$ cat config.mk
export PLATFORM = sky130hd
export DESIGN_NAME = dsn_synapse_accumulator
export DESIGN_NICKNAME = d
export VERILOG_FILES = /design/src/rtl/dsn_synapse_accumulator.sv
export SDC_FILE = /design/constraint.sdc
export NUM_CORES = 1
export LEC_CHECK = 0
export ABC_AREA = 1
export CAP_MARGIN = 20
export CORE_ASPECT_RATIO = 0.9
export CORE_MARGIN = 2
export CORE_UTILIZATION = 40
export CTS_BUF_LIST = sky130_fd_sc_hd__clkbuf_4 sky130_fd_sc_hd__clkbuf_8 sky130_fd_sc_hd__clkbuf_16
export DETAILED_ROUTE_END_ITERATION = 8
export GPL_ROUTABILITY_DRIVEN = 0
export GPL_TIMING_DRIVEN = 0
export HOLD_SLACK_MARGIN = 0.08
export PLACE_DENSITY = 0.68
export RECOVER_POWER = 25
export SYNTH_ARGS = -nofsm -noshare
export SYNTH_HDL_FRONTEND = slang
export SYNTH_SLANG_ARGS = --single-unit
$ cat constraint.sdc
create_clock -name clock -period 5.1 [get_ports clock]
set_clock_uncertainty 0.15 [all_clocks]
set_input_delay 0.765 -clock clock [delete_from_list [all_inputs] [get_ports clock]]
set_output_delay 0.765 -clock clock [all_outputs]
set_load 0.005 [all_outputs]
$ cat src/rtl/dsn_synapse_accumulator.sv
// Synapse accumulator: serially sums programmable weights of the active presynaptic inputs into a saturated 8-bit vpre pulse.
// Latency: N_INPUTS+1 cycles from the acceptance edge to the vpre_valid cycle; one event per N_INPUTS+1 cycles.
// Backpressure: ready=0 while accumulating; a spike_valid seen then is dropped and flagged on overrun the next cycle.
// Optional feature macro: DSN_SYN_INHIBIT_EN (signed inhibitory weights, result clamped to [0,255]).
module dsn_synapse_accumulator #(
  parameter int N_INPUTS = 8,
  parameter int W_WIDTH  = 8,
  parameter int AW       = $clog2(N_INPUTS)
) (
  input  logic                clock,
  input  logic                reset,
  input  logic                wr_en,
  input  logic [AW-1:0]       wr_addr,
  input  logic [W_WIDTH-1:0]  wr_data,
  input  logic [N_INPUTS-1:0] spike_in,
  input  logic                spike_valid,
  output logic                ready,
  output logic [7:0]          vpre,
  output logic                vpre_valid,
  output logic                sat_flag,
  output logic                overrun
);

  // One guard bit above the worst-case sum so the accumulator never wraps.
  localparam int ACC_W = W_WIDTH + AW + 1;
  localparam logic [AW-1:0] LAST_IDX = AW'(N_INPUTS - 1);

  typedef enum logic [1:0] {IDLE, ACCUM, OUTPUT} state_t;

  state_t              state;
  logic [W_WIDTH-1:0]  weights [N_INPUTS];
  logic [N_INPUTS-1:0] spikes;
  logic [AW-1:0]       idx;
  logic [ACC_W-1:0]    acc;

  logic [W_WIDTH-1:0]  cur_w;
  logic [ACC_W-1:0]    addend;
  logic [ACC_W-1:0]    acc_next;
  logic                clamp_hi;
  logic                clamp_lo;
  logic [7:0]          result;

  // Weight file: writes land at the edge, so a same-edge accumulator read still sees the old value.
  always_ff @(posedge clock) begin
    if (reset) begin
      for (int i = 0; i < N_INPUTS; i++) begin
        weights[i] <= '0;
      end
    end else if (wr_en && (32'(wr_addr) < N_INPUTS)) begin
      weights[wr_addr] <= wr_data;
    end
  end

  // Next accumulator value for the current index and its clamped 8-bit view.
  always_comb begin
    cur_w = weights[idx];
`ifdef DSN_SYN_INHIBIT_EN
    addend = {{(AW+1){cur_w[W_WIDTH-1]}}, cur_w};
`else
    addend = {{(AW+1){1'b0}}, cur_w};
`endif
    if (!spikes[idx]) begin
      addend = '0;
    end
    acc_next = acc + addend;
`ifdef DSN_SYN_INHIBIT_EN
    clamp_lo = acc_next[ACC_W-1];
    clamp_hi = !acc_next[ACC_W-1] && (32'(acc_next) > 32'd255);
`else
    clamp_lo = 1'b0;
    clamp_hi = 32'(acc_next) > 32'd255;
`endif
    if (clamp_hi) begin
      result = 8'hFF;
    end else if (clamp_lo) begin
      result = 8'h00;
    end else begin
      result = 8'(acc_next);
    end
  end

  // Control FSM with registered outputs; the result is registered on the last accumulate edge.
  always_ff @(posedge clock) begin
    if (reset) begin
      state      <= IDLE;
      ready      <= 1'b1;
      vpre       <= 8'd0;
      vpre_valid <= 1'b0;
      sat_flag   <= 1'b0;
      overrun    <= 1'b0;
      spikes     <= '0;
      acc        <= '0;
      idx        <= '0;
    end else begin
      vpre       <= 8'd0;
      vpre_valid <= 1'b0;
      sat_flag   <= 1'b0;
      overrun    <= spike_valid && (state == ACCUM);
      case (state)
        IDLE, OUTPUT: begin
          if (spike_valid) begin
            spikes <= spike_in;
            acc    <= '0;
            idx    <= '0;
            state  <= ACCUM;
            ready  <= 1'b0;
          end else begin
            state  <= IDLE;
            ready  <= 1'b1;
          end
        end
        ACCUM: begin
          acc <= acc_next;
          if (idx == LAST_IDX) begin
            idx        <= '0;
            state      <= OUTPUT;
            ready      <= 1'b1;
            vpre       <= result;
            vpre_valid <= 1'b1;
            sat_flag   <= clamp_hi | clamp_lo;
          end else begin
            idx <= idx + 1'b1;
          end
        end
        default: begin
          state <= IDLE;
          ready <= 1'b1;
        end
      endcase
    end
  end

endmodule

==> reports/results.txt <==
CTS tree = done
maximum capacitance violations = 0
mean cell area of the mapped netlist = 8.69 sq um
First-pass DRT Iterations = 5
path category of the worst min-delay check = flip-flop to flip-flop
startpoint of the worst hold path = acc[4]
critical path launch point type = flip-flop
Yosys warnings = 0
CTS-repair resized insts = 0
Total Negative Setup Slacks = 0 ns
Post-CTS Hold Fix Bufs = 0
remaining antenna violation count after routing = 0
count of buffers inserted at the top-level ports = 34
endpoints failing setup = 0
number of different library cells in the post-synthesis netlist = 29
TritonCTS buffer count = 9
vias after detailed routing = 3,816
cell depth of the worst hold path = 2
min cycle time layout = 3.17 ns
required time reported for the critical path endpoint = 5.20 ns
relative slew slack = 59.8%
slew of the pin with the lowest slew margin = 0.603 ns
part of the Yosys area used for sequential elements = 57.2%
iteration-0 DRC count of the detailed router = 315
Sink Count = 104
unrepaired setup endpoints after global routing = false
wire length of the first global-routing pass = 18.1 mm
net count after synthesis = 582
H-Tree Depth = 3
Worst Hold End = acc[4]
DRC violations left = 0
Hold Worst Slack = 0.322 ns
commonest non-fill, non-tap cell in the layout = sky130_fd_sc_hd__nor2_1
area of the die = 0.0128 sq mm
total congestion overflow after global routing = 0
post-synthesis cell count = 548
insertion delay of the later-clocked pin in the worst-skew pair = 0.36 ns
commonest non-fill, non-tap cells in the layout = sky130_fd_sc_hd__nor2_1, sky130_fd_sc_hd__nand2_1, sky130_fd_sc_hd__edfxtp_1
fin crit share = 62.2%
FF+latch count, synth = 104
count of endpoints failing hold in the final timing report = 0
row cnt = 37
pin count of the biggest net entering global routing = 17
Die Span Y = 107 microns
antenna violations before repair = 0
cell area power density = 347 mW/mm^2
placed inst area = 0.00530 sq mm
Die Span X = 119 microns
slack of the worst reg-to-reg path = 1.93 ns
leakage = 2.47 nW
startpoint-to-endpoint class of the critical path = flip-flop to flip-flop
area of the core = 0.0115 sq mm
# diodes = 0
share of cells above drive strength 1 = 4.68%
Detailed Route WL = 11.0 mm
CP max FO = 10
Critical Path Sink Type = flip-flop
average detailed-routed wire length per instance = 14.6 microns
clock transition at the registers of the reported paths = 0.07 ns
CTS root buf = sky130_fd_sc_hd__clkbuf_16
synthesis-to-layout area growth = 18.2%
Post-Syn Area = 0.00476 sq mm
count of buffers added by post-CTS timing repair for setup = 0
nets = 627
GRT Overall Usage = 18.5%
data arrival time of the critical path = 3.27 ns
vias per cell = 5.06
logic depth of the worst register-to-register path = 19
number of global-route vias before repair = 3,742
IO Count = 35
fmax = 315 MHz
max-slew violation count = 0
power consumption = 1.96 mW
reg-to-reg critical path endpoint = vpre[1]
outcome = completed
Post-DP HPWL = 7.78 mm
core occupancy in the finished layout = 48.8%
peak ir drop on the vdd network = 0.000196 V
final design area excluding fillers = 0.00563 sq mm
worst-case clock buffer depth = 2
initial cell density of the core = 41.3%
[worst max-delay path by stage]
stage          startpoint       to  cells after the start
2_1_floorplan   flip-flop  vpre[0]                     19
3_3_place_gp    flip-flop  vpre[5]                     19
3_5_place_dp    flip-flop  vpre[1]                     19
4_1_cts         flip-flop  vpre[1]                     19
5_1_grt         flip-flop  vpre[1]                     21
6_report        flip-flop  vpre[1]                     19
[report_power, final]
| group | switching (mW) | total [mW] | internal (mW) |
|---|---|---|---|
| Clock | 0.303 | 0.794 | 0.491 |
| Sequential | 0.0192 | 0.955 | 0.936 |
| Combinational | 0.134 | 0.206 | 0.0718 |
| Total | 0.457 | 1.96 | 1.50 |
[synthesized netlist by cell type (all sizes together)]
cell type  number  share of area, %
a32o            4              0.84
clkbuf         10              0.79
dfxtp          40                17
nand2         130                11
xnor2           3              0.55
a21boi          1              0.16
a21oi          14               1.5
nor2          153                12
nand4           3              0.39
clkinv          1             0.079
nand3b          1              0.16
edfxtp         64                40
buf             5              0.53
ha             10               2.6
xor2            3              0.55
nor3            1              0.11
inv            47               3.7
nand3           9              0.95
fa              1              0.42
o32ai          18               3.3
or2             2              0.26
o21ai          28               3.0
[layout make-up]
class,count,area (sq um)
repair buffers,34,340
multi-input cells,381,1790
flip-flops and latches,104,2720
plain buffers,15,62.6
fillers,1094,5900
well taps,156,195
inverters,48,180
clock inverters,5,103
clock buffers,11,240
[metrics by stage]
step           cells  setup slack (ns)
2_1_floorplan    548              2.47
3_3_place_gp     738              1.98
3_5_place_dp     738              1.99
4_1_cts          754              1.94
5_1_grt          754              1.61
6_report         754              1.93
[routing by layer]
| layer | up-vias | global-route usage, % | wire length [microns] |
|---|---|---|---|
| met2 | 132 | 31.7 | 5140 |
| met4 | 0 | 4.17 | 110 |
| met3 | 16 | 5.35 | 813 |
| li1 | 1891 | - | - |
| met5 | - | 0 | 0 |
| met1 | 1777 | 23.1 | 4930 |
[worst max-delay path: stages (launching register included)]
cell	delay (ns)
sky130_fd_sc_hd__dfxtp_1	0.43
sky130_fd_sc_hd__inv_1	0.13
sky130_fd_sc_hd__clkbuf_1	0.23
sky130_fd_sc_hd__nor2_1	0.18
sky130_fd_sc_hd__o32ai_1	0.15
sky130_fd_sc_hd__nand2_1	0.11
sky130_fd_sc_hd__nand2_1	0.06
sky130_fd_sc_hd__nand2_1	0.06
sky130_fd_sc_hd__inv_1	0.04
sky130_fd_sc_hd__ha_1	0.22
sky130_fd_sc_hd__fa_1	0.41
sky130_fd_sc_hd__nand2_1	0.08
sky130_fd_sc_hd__nand2_1	0.08
sky130_fd_sc_hd__nand3_1	0.10
sky130_fd_sc_hd__nand2_2	0.08
sky130_fd_sc_hd__xor2_1	0.18
sky130_fd_sc_hd__nor2_1	0.14
sky130_fd_sc_hd__nand2_2	0.08
sky130_fd_sc_hd__nand2_4	0.10
sky130_fd_sc_hd__nand2_1	0.06
[registers in the layout, summed over array words and instances, names as in the netlist, named ones only]
register / count
weights: 64
acc: 12
spikes: 8
vpre: 8
idx: 3
state: 2
overrun: 1
ready: 1
sat_flag: 1
vpre_valid: 1
[logic make-up after synthesis]
family / synth area share (%)
and+or+nand+nor: 24.8
DFF: 57.2
AOI/OAI and AO/OA: 8.80
buffers and inverters: 5.10
adders and majority gates: 3.05
xor gates and xnor gates: 1.10
(Power assumes the default switching activity.)
